**src/rtl/truth_table_sweep_pkg.sv**
```systemverilog
// tts_pkg: FSM state encoding and default EXPECT tables for 2-input gates.
package tts_pkg;
  typedef logic [1:0] state_t;
  localparam state_t ST_IDLE   = 2'd0;
  localparam state_t ST_APPLY  = 2'd1;
  localparam state_t ST_CHECK  = 2'd2;
  localparam state_t ST_FINISH = 2'd3;
  localparam logic [3:0] EXP_AND  = 4'b1000;
  localparam logic [3:0] EXP_OR   = 4'b1110;
  localparam logic [3:0] EXP_XOR  = 4'b0110;
  localparam logic [3:0] EXP_NAND = 4'b0111;
endpackage

```
**src/rtl/truth_table_sweep_dwell_counter.sv**
```systemverilog
// dwell_counter: loadable up-counter with a terminal-count flag.
module dwell_counter #(
  parameter int W = 8
) (
  input  logic         clk,
  input  logic         rst,
  input  logic         load,
  input  logic         en,
  input  logic [W-1:0] term,
  output logic         tc
);
  logic [W-1:0] cnt_q, cnt_d;
  always_comb cnt_d = load ? '0 : en ? cnt_q + W'(1) : cnt_q;
  always_ff @(posedge clk) cnt_q <= rst ? '0 : cnt_d;
  assign tc = cnt_q == term;
endmodule

```
**src/rtl/truth_table_sweep.sv**
```systemverilog
// truth_table_sweep: drives every input vector to a DUT and checks its output against a truth table.
module truth_table_sweep import tts_pkg::*; #(
  parameter int                  N_IN   = 2,
  parameter int                  DWELL  = 4,
  parameter logic [2**N_IN-1:0]  EXPECT = EXP_AND
) (
  input  logic            clk,
  input  logic            rst,
  input  logic            start,
  input  logic            dut_z,
  output logic [N_IN-1:0] stim,
  output logic            busy,
  output logic            done,
  output logic            pass,
  output logic [N_IN:0]   err_count,
  output logic            fail_valid,
  output logic [N_IN-1:0] first_fail
);
  localparam logic [N_IN:0] NV = (N_IN+1)'(2**N_IN);
  state_t state_q, state_d;
  logic [N_IN-1:0] stim_q, stim_d, ff_q, ff_d;
  logic [N_IN:0] err_q, err_d;
  logic busy_q, busy_d, done_q, done_d, pass_q, pass_d, fv_q, fv_d;
  logic exp_bit, mis, last, tc, cnt_load;
  dwell_counter #(.W(8)) u_dwell (
    .clk  (clk),
    .rst  (rst),
    .load (cnt_load),
    .en   (state_q == ST_APPLY),
    .term (8'(DWELL - 1)),
    .tc   (tc)
  );
  always_comb begin
    exp_bit = EXPECT[stim_q];
    // Case equality so an X or Z response is never mistaken for a match.
    mis = (dut_z === exp_bit) ? 1'b0 : 1'b1;
    last = &stim_q;
    cnt_load = (state_q == ST_IDLE && start) || (state_q == ST_CHECK && !last);
    state_d = state_q;
    stim_d = stim_q;
    ff_d = ff_q;
    err_d = err_q;
    busy_d = busy_q;
    done_d = 1'b0;
    pass_d = pass_q;
    fv_d = fv_q;
    case (state_q)
      ST_IDLE: if (start) begin
        state_d = ST_APPLY;
        stim_d = '0;
        err_d = '0;
        fv_d = 1'b0;
        busy_d = 1'b1;
      end
      ST_APPLY: state_d = tc ? ST_CHECK : ST_APPLY;
      ST_CHECK: begin
        if (mis) begin
          err_d = (err_q == NV) ? err_q : err_q + (N_IN+1)'(1);
          ff_d = fv_q ? ff_q : stim_q;
          fv_d = 1'b1;
        end
        state_d = last ? ST_FINISH : ST_APPLY;
        stim_d = last ? stim_q : stim_q + N_IN'(1);
        busy_d = !last;
        done_d = last;
      end
      default: begin
        pass_d = err_q == '0;
        state_d = ST_IDLE;
      end
    endcase
  end
  always_ff @(posedge clk) begin
    if (rst) begin
      state_q <= ST_IDLE;
      stim_q <= '0;
      ff_q <= '0;
      err_q <= '0;
      busy_q <= 1'b0;
      done_q <= 1'b0;
      pass_q <= 1'b0;
      fv_q <= 1'b0;
    end else begin
      state_q <= state_d;
      stim_q <= stim_d;
      ff_q <= ff_d;
      err_q <= err_d;
      busy_q <= busy_d;
      done_q <= done_d;
      pass_q <= pass_d;
      fv_q <= fv_d;
    end
  end
  assign stim = stim_q;
  assign busy = busy_q;
  assign done = done_q;
  assign pass = pass_q;
  assign err_count = err_q;
  assign fail_valid = fv_q;
  assign first_fail = ff_q;
endmodule
```
**config.mk**
```make
export PLATFORM = sky130hd
export DESIGN_NAME = truth_table_sweep
export DESIGN_NICKNAME = d
export VERILOG_FILES = /design/src/rtl/truth_table_sweep_pkg.sv /design/src/rtl/truth_table_sweep_dwell_counter.sv /design/src/rtl/truth_table_sweep.sv
export SDC_FILE = /design/constraint.sdc
export NUM_CORES = 1
export LEC_CHECK = 0
export BUFFER_PORTS_ARGS = -buffer_cell sky130_fd_sc_hd__buf_2
export CORE_MARGIN = 3
export CORE_UTILIZATION = 30
export DETAILED_ROUTE_END_ITERATION = 8
export GPL_TIMING_DRIVEN = 1
export SETUP_SLACK_MARGIN = 0.4
export SYNTH_ARGS = -nofsm -noshare
export SYNTH_HDL_FRONTEND = slang
export SYNTH_SLANG_ARGS = --single-unit
```
**constraint.sdc**
```tcl
create_clock -name clk -period 1.6 [get_ports clk]
set_input_delay 0.16 -clock clk [delete_from_list [all_inputs] [get_ports clk]]
set_output_delay 0.16 -clock clk [all_outputs]
set_load 0.01 [all_outputs]
```
==> results of run 1 <==
==> worst register-to-register path: stages, from the launching register on <==
cell and delay, ps:
dfxtp_4 380, nand4b_4 190, or4_4 490, a211oi_2 180
==> cell type report <==
cell class | instances | area [um2]
Fill cell | 307 | 1620
Multi-Input combinational cell | 85 | 764
Sequential cell | 21 | 449
Timing Repair Buffer | 36 | 265
Tap cell | 44 | 55.1
Clock buffer | 4 | 26.3
Inverter | 5 | 18.8
==> synth_stat cells, drive strengths merged <==
cell,n,area (um2)
nor2b,1,6.26
o21ai,6,30.0
or4,1,7.51
clkbuf,4,15.0
nand2,7,26.3
a221oi,1,8.76
a211oi,7,57.6
nand4,1,6.26
o31ai,3,22.5
nor3b,2,15.0
ha,4,50.1
a21oi,6,33.8
o21bai,1,7.51
nor2,3,11.3
a22oi,1,7.51
nand3b,3,22.5
xnor2,3,26.3
dfxtp,21,420
xor2,1,8.76
and2b,1,7.51
a31oi,1,6.26
nand2b,5,31.3
or3,4,25.0
a21o,1,7.51
buf,2,12.5
nor4b,1,8.76
inv,5,18.8
and2,2,12.5
or3b,1,8.76
mux2i,2,20.0
nand4b,4,50.1
mux2,1,11.3
nand3,3,15.0
nor3,8,40.0
==> registers in the layout, indices dropped and copies added, names as in the netlist <==
| register | cells |
|---|---|
| state_q | 2 |
| busy | 1 |
| u_dwell.cnt_q | 8 |
| first_fail | 2 |
| pass | 1 |
| fail_valid | 1 |
| done | 1 |
| err_count | 3 |
| stim | 2 |
==> power by group <==
part           total (W)  leakage, nW  internal (W)  switching [W]
Clock           0.000276       0.0150     0.0000976       0.000179
Sequential      0.000533        0.177      0.000522      0.0000108
Combinational   0.000100        0.402     0.0000475      0.0000526
Total           0.000909        0.593      0.000667       0.000242
==> stage by stage <==
step	instance area (um2)	util (%)
6_report	1580	49.3
5_1_grt	1580	49.3
4_1_cts	1520	47.4
3_5_place_dp	1240	38.8
3_3_place_gp	1240	38.8
2_1_floorplan	1130	-
==> logic make-up after synthesis <==
logic type	count (synthesis)	synth area share, %
and+or+nand+nor	47	27.8
AOI/OAI and AO/OA	27	17.1
DFF	21	39.7
buffers and inverters	11	4.37
xor gates and xnor gates	4	3.31
adders and majority gates	4	4.73
muxes	3	2.96
==> timing repair <==
| action | in CTS | in global routing |
|---|---|---|
| endpoints found under the setup margin | 15 | 19 |
| pin swaps | 12 | 8 |
| buffers inserted | 20 | 0 |
| gates resized for setup | 24 | 15 |
==> routing by layer <==
metal	routed length, um	part of all wire (%)	vias to the layer above
li1	-	-	498
met1	1230	44	473
met3	88	3.2	4
met2	1420	51	18
met4	29	1.0	0
met5	0	0	-
==> how the worst max path moves through the flow <==
stage | start | to
2_1_floorplan | stim[0] | err_count[0]
3_3_place_gp | state_q[0] | u_dwell.cnt_q[7]
3_5_place_dp | state_q[0] | u_dwell.cnt_q[7]
4_1_cts | state_q[1] | u_dwell.cnt_q[7]
5_1_grt | state_q[1] | u_dwell.cnt_q[7]
6_report | state_q[1] | u_dwell.cnt_q[7]
==> run_results.csv, run 1 <==
group,metric,value,unit
status,status,"finished, final reports clean",
grt,grt_max_degree,24,
min_path,min_path_type,"in2reg",
critical_path,path_depth,3,
clocking,cts_root_buf,"clkbuf_4",
sta,timing.final.ws_setup,286,ps
critical_path,r2r_end,"u_dwell.cnt_q[7]",
clocking,cts.clk_slew.worst_paths,120,ps
sta,tightest_slew,437,ps
critical_path,cp-start-kind,"flip-flop",
critical_path,ff2ff_setup_slack,290,ps
grt,grt_util_met2,24.0,%
logic_synthesis,syn_nets,125,
routing,drt-initial-drc-count,31,
clocking,clkLatencyLatePin,310,ps
clocking,clock_path_buffers,2,
placed_design,pre_cts_ws,133,ps
sta,holdWs,237,ps
logic_synthesis,ys_seq_elements,21,
floorplan,die_h,65.4,um
critical_path,cp_slowest_cell,"or4_4",
grt,top_usage_layer,"met2",
logic_synthesis,syn_area_per_cell,9.05,um2
floorplan,io_pins,15,
critical_path,critPathMaxFanout,5,
clocking,cts_hold_buf,0,
min_path,hold_start,"start",
placed_design,port_buffers,14,
critical_path,r2r_cells,3,
pwr,power,0.000909,W
routing,drc,0,
clocking,clock-sinks,21,
routing,vias,993,
routing,postRouteAntennaNets,0,
critical_path,crit_path_max_incr_delay,490,ps
pwr,power_density,576,mW/mm2
grt,track_usage,14.0,%
routing,drt-total-wl,2770,um
pwr,vdd_ir_drop_max,0.000339,V
logic_synthesis,synth_seq_area_share,39.7,%
routing,first_pass_iters,4,
logic_synthesis,netlist_area,0.00106,mm2
sta,max_clock_freq,761,MHz
floorplan,core_area,0.00320,mm2
grt,grt_overflow,0,
sta,fin_crit_sh,82.1,%
pwr,leakage,0.593,nW
grt,grtUsageMet1,17.4,%
sta,finalSetupTns,0,ps
logic_synthesis,synth_cell_types,38,
critical_path,path_cells,"nand4b_4, or4_4, a211oi_2",
placed_design,dp_cells,171,
sta,rsz0062_at_grt,"yes",
routing,wl_per_cell,14.2,um
finish,layout_common_cells,"14 x buf_2, 14 x buf_4, 10 x dfxtp_1",
sta,slew_viol_final,0,
grt,antenna_found_initial,0,
grt,first_global_vias,1023,
critical_path,r2r_start,"state_q[1]",
flow_run,drv_cap,0,
floorplan,core.rowCount,20,
critical_path,end_kind,"flip-flop",
min_path,hold_depth,3,
sta,period_needed,1310,ps
clocking,cts_made_buffers,3,
floorplan,start_util,33.0,%
grt,grt_pass1_wl,4680,um
floorplan,die_area,0.00428,mm2
logic_synthesis,yosys_warnings,0,
critical_path,path_class,"reg2reg",
sta,maxSlewHeadroom,70.9,%
finish,syn_to_final_growth,49.2,%
critical_path,cp.required,1850,ps
placed_design,gp_congestion,0.772,
finish,final_cells,195,
min_path,hold_end,"state_q[1]",
critical_path,crit_family,"simple AND/OR/NAND/NOR gates",
placed_design,hpwlAfterDp,1630,um
floorplan,die_w,65.4,um
routing,via_per_inst,5.09,
critical_path,cp.arrival,1560,ps
critical_path,cp.buffers_inverters,0,
sta,finalClockSkew,1.68,ps
grt,grt_use_met3,2.74,%
finish,drive_gt1_share,49.7,%
clocking,h-tree-depth,1,
logic_synthesis,netlist_instances,117,
finish,layout.nets,160,
clocking,cts_tree,"built",
finish,diodes,0,
sta,report.final.setup_viol,0,
sta,final-hold-violation-count,0,
No activity file was read; power rests on OpenSTA's default activity.
==> run 2: changes to the inputs <==
Clock period 1.6 ns to 1.1 ns, I/O delays scaled along.
==> run_results.csv, run 2 (synthesized netlist as in run 1, its figures left out) <==
group,metric,value,unit
clocking,cts_hold_buf,0,
placed_design,post_dp_cell_area,0.00150,mm2
placed_design,hpwlAfterDp,2060,um
sta,final-hold-violation-count,0,
grt,grt_pass1_wl,5080,um
critical_path,cp.buffers_inverters,2,
sta,maxSlewHeadroom,70.1,%
sta,period_needed,1330,ps
flow_run,drv_cap,0,
clocking,clock_path_buffers,2,
pwr,leakage,0.751,nW
critical_path,critPathMaxFanout,6,
floorplan,die_h,65.4,um
clocking,cts.clk_slew.worst_paths,120,ps
pwr,combPwrFrac,11.5,%
floorplan,start_util,33.0,%
finish,register_area,458,um2
clocking,h-tree-depth,1,
clocking,clock-sinks,21,
pwr,pwr-share-seq,59.0,%
placed_design,port_buffers,14,
sta,max_clock_freq,754,MHz
routing,drc,0,
sta,fin_crit_sh,121,%
routing,drt-initial-drc-count,42,
finish,final_util,58.7,%
grt,antenna_found_initial,0,
clocking,clkLatencyLatePin,300,ps
critical_path,cp.required,1300,ps
finish,largest_register,"u_dwell.cnt_q",
sta,slew_viol_final,0,
critical_path,path_class,"reg2reg",
routing,first_pass_iters,4,
floorplan,core.rowCount,20,
finish,largest_reg_flops,8,
pwr,vdd_ir_drop_max,0.000455,V
pwr,power.share.switching,25.7,%
critical_path,cp-start-kind,"flip-flop",
status,violations,"negative setup slack",
finish,drive_gt1_share,62.4,%
grt,grt_overflow,0,
min_path,min_path_type,"in2reg",
finish,syn_to_final_growth,77.5,%
finish,final_common_cell,"buf_4",
critical_path,crit_path_max_incr_delay,390,ps
floorplan,die_w,65.4,um
sta,report.final.setup_viol,21,
critical_path,end_kind,"flip-flop",
sta,finalSetupTns,-2830,ps
critical_path,path_cells,"buf_6, nor2b_1, buf_4, nand3_4, mux2_4",
clocking,cts_tree,"built",
sta,finalClockSkew,2.77,ps
critical_path,cp_slowest_cell,"dfxtp_4",
finish,layout_common_cells,"29 x buf_4, 25 x buf_6, 8 x dfxtp_4",
floorplan,core_area,0.00320,mm2
grt,track_usage,15.3,%
critical_path,cp.arrival,1530,ps
grt,grt_max_degree,22,
floorplan,die_area,0.00428,mm2
pwr,switching_power,0.000336,W
routing,postRouteAntennaNets,0,
routing,wl_per_cell,14.3,um
finish,multi_input_area,797,um2
routing,vias,1075,
finish,n_fill_cell,275,
sta,tightest_slew,448,ps
finish,layout.nets,182,
critical_path,crit_family,"flip-flops",
pwr,clkPwrFrac,29.6,%
finish,diodes,0,
clocking,cts_root_buf,"clkbuf_4",
pwr,power_density,694,mW/mm2
grt,first_global_vias,1088,
pwr,p_int,0.000969,W
floorplan,io_pins,15,
status,status,"complete, but fails checks",
clocking,cts_made_buffers,3,
routing,drt-total-wl,3110,um
placed_design,gp_congestion,0.801,
sta,timing.final.ws_setup,-226,ps
routing,via_per_inst,4.95,
finish,fin_area,0.00188,mm2
sta,holdWs,230,ps
sta,rsz0062_at_grt,"yes",
run 2: cell count changes in the layout (fill, tap and decap cells not counted), sizes merged:
cell,previous run,this run
buf,36,58
run 2: path summary, 6_finish.rpt:
| check | slack [ps] | from | cells past startpoint | end |
|---|---|---|---|---|
| worst min-delay path | 230 | rst | 2 | done |
| worst max register to register | -230 | state_q[0] | 5 | err_count[0] |
| worst max-delay path | -230 | state_q[0] | 5 | err_count[0] |
| worst min register to register | 480 | pass | 2 | pass |
run 2: power by group through the flow:
| stage | clock network [W] | logic (W) | registers, W |
|---|---|---|---|
| 2_1_floorplan | 0 | 0.0000722 | 0.000789 |
| 3_3_place_gp | 0 | 0.000109 | 0.000789 |
| 3_5_place_dp | 0 | 0.000112 | 0.000789 |
| 4_1_cts | 0.000396 | 0.000134 | 0.000769 |
| 5_1_grt | 0.000429 | 0.000164 | 0.000771 |
| 6_report | 0.000386 | 0.000149 | 0.000769 |
run 2: metrics by stage:
step	power (W)	setup WS [ps]	instances
2_1_floorplan	0.000861	-219	117
5_1_grt	0.00136	-290	217
3_3_place_gp	0.000898	-190	199
6_report	0.00130	-226	217
3_5_place_dp	0.000901	-227	199
4_1_cts	0.00130	-219	212
run 2: repair_timing:
action	in CTS	in global routing
pin swaps	19	9
setup buffers	9	5
endpoints found under the setup margin	32	32
resized for setup	44	15
run 2: layer usage:
layer  track usage (%)  up-vias  wire [um]
met5                 0        -          0
met4              3.11        0         33
met3              2.74        4         76
met2              27.4       14       1580
met1              19.0      521       1420
li1                  -      536          -
run 2: final cells by class:
cell class / count / share of cell area, %
Multi-Input combinational cell: 85 / 42.4
Timing Repair Buffer: 58 / 27.6
Sequential cell: 21 / 24.4
Tap cell: 44 / 2.93
Clock buffer: 4 / 1.40
Inverter: 5 / 1.26
run 2: worst register-to-register path, stage by stage (launching register included):
cell	delay, ps
dfxtp_4	390
buf_6	130
nor2b_1	110
buf_4	190
nand3_4	100
mux2_4	310
==> run 3: changes to the inputs <==
Settings changed: REMOVE_ABC_BUFFERS set to 1.
==> run_results.csv, run 3 (synthesized netlist as in run 1, its figures left out) <==
group,metric,value,unit
clocking,clock_path_buffers,2,
clocking,cts_root_buf,"clkbuf_4",
routing,drc,0,
sta,maxSlewHeadroom,73.5,%
critical_path,cp-start-kind,"flip-flop",
floorplan,core.rowCount,20,
placed_design,dp_cells,201,
sta,timing.final.ws_setup,-265,ps
grt,grt_overflow,0,
sta,max_clock_freq,733,MHz
pwr,leakage,0.759,nW
routing,first_pass_iters,4,
finish,n_fill_cell,277,
sta,slew_viol_final,0,
finish,final_cells,217,
floorplan,die_w,65.4,um
finish,layout_common_cells,"29 x buf_6, 25 x buf_4, 14 x dfxtp_2",
floorplan,io_pins,15,
critical_path,end_kind,"flip-flop",
critical_path,crit_family,"compound AO/OA/AOI/OAI gates",
finish,largest_register,"u_dwell.cnt_q",
placed_design,hpwlAfterDp,1880,um
routing,postRouteAntennaNets,0,
clocking,h-tree-depth,1,
routing,via_per_inst,5.08,
floorplan,die_area,0.00428,mm2
clocking,clock-sinks,21,
status,status,"complete, but fails checks",
sta,report.final.setup_viol,18,
clocking,cts_hold_buf,0,
placed_design,gp_congestion,0.776,
pwr,power_density,704,mW/mm2
finish,syn_to_final_growth,80.4,%
clocking,cts_tree,"built",
routing,wl_per_cell,15.1,um
sta,finalClockSkew,4.67,ps
critical_path,cp.required,1290,ps
routing,drt-initial-drc-count,32,
grt,antenna_found_initial,0,
finish,layout.nets,182,
clocking,clkLatencyLatePin,300,ps
sta,period_needed,1360,ps
critical_path,path_cells,"nand4b_4, buf_6, buf_4, o31ai_2, a211oi_2",
clocking,cts_made_buffers,3,
placed_design,port_buffers,14,
placed_design,post_dp_cell_area,0.00140,mm2
critical_path,path_class,"reg2reg",
routing,vias,1103,
floorplan,core_area,0.00320,mm2
sta,rsz0062_at_grt,"yes",
grt,grt_max_degree,20,
sta,fin_crit_sh,124,%
grt,grt_pass1_wl,5180,um
sta,final-hold-violation-count,0,
critical_path,cp.arrival,1550,ps
grt,first_global_vias,1135,
finish,diodes,0,
grt,track_usage,15.5,%
floorplan,die_h,65.4,um
routing,drt-total-wl,3270,um
sta,tightest_slew,397,ps
critical_path,critPathMaxFanout,8,
pwr,vdd_ir_drop_max,0.000306,V
finish,fin_area,0.00191,mm2
floorplan,start_util,33.0,%
critical_path,crit_path_max_incr_delay,390,ps
finish,largest_reg_flops,8,
finish,drive_gt1_share,65.9,%
clocking,cts.clk_slew.worst_paths,120,ps
min_path,min_path_type,"in2reg",
critical_path,cp_slowest_cell,"dfxtp_4",
critical_path,cp.buffers_inverters,2,
finish,final_common_cell,"buf_6",
flow_run,drv_cap,0,
status,violations,"negative setup slack",
## run 3: routing by layer
| metal | global-route usage (%) | vias to the layer above | share of wire (%) |
|---|---|---|---|
| met1 | 19.0 | 535 | 44 |
| met5 | 0 | - | 0 |
| met2 | 26.8 | 26 | 52 |
| met4 | 8.29 | 0 | 0.92 |
| li1 | - | 540 | - |
| met3 | 1.37 | 2 | 3.5 |
## run 3: cell type report
type                            instances  area (um2)  share of cell area, %
Clock buffer                            4        26.3                   1.38
Timing Repair Buffer                   58         544                   28.5
Tap cell                               44        55.1                   2.88
Sequential cell                        21         449                   23.5
Inverter                                5        18.8                  0.983
Multi-Input combinational cell         85         816                   42.7
## run 3: power breakdown
part | total [W] | switching [W] | internal, W
combinational | 0.000186 | 0.0000892 | 0.0000963
sequential | 0.000775 | 0.00000953 | 0.000765
clock | 0.000384 | 0.000243 | 0.000141
## run 3: stage by stage
step                      power (W)  TNS, ps  hold WS (ps)  setup slack, ps  utilization [%]
after global placement     0.000919    -3330           439             -239             43.6
after detailed placement   0.000922    -3820           452             -279             43.6
after CTS                   0.00134    -2590           197             -224             54.5
after global routing        0.00141    -4220           251             -308             59.6
final                       0.00134    -3040           202             -265             59.6
after floorplan            0.000848    -4080           179             -502                -
## run 3: final timing paths
check	startpoint	endpoint	slack, ps	cells past startpoint
setup / recovery	state_q[1]	u_dwell.cnt_q[7]	-260	5
hold / removal	rst	done	200	2
setup reg to reg	state_q[1]	u_dwell.cnt_q[7]	-260	5
hold reg to reg	pass	pass	470	2
## run 3: repair_timing
action / 4_1_cts / 5_1_grt
cloned: 0 / 0
pin swaps: 13 / 11
setup buffers: 5 / 7
resized for setup: 71 / 25
endpoints found under the setup margin: 32 / 32
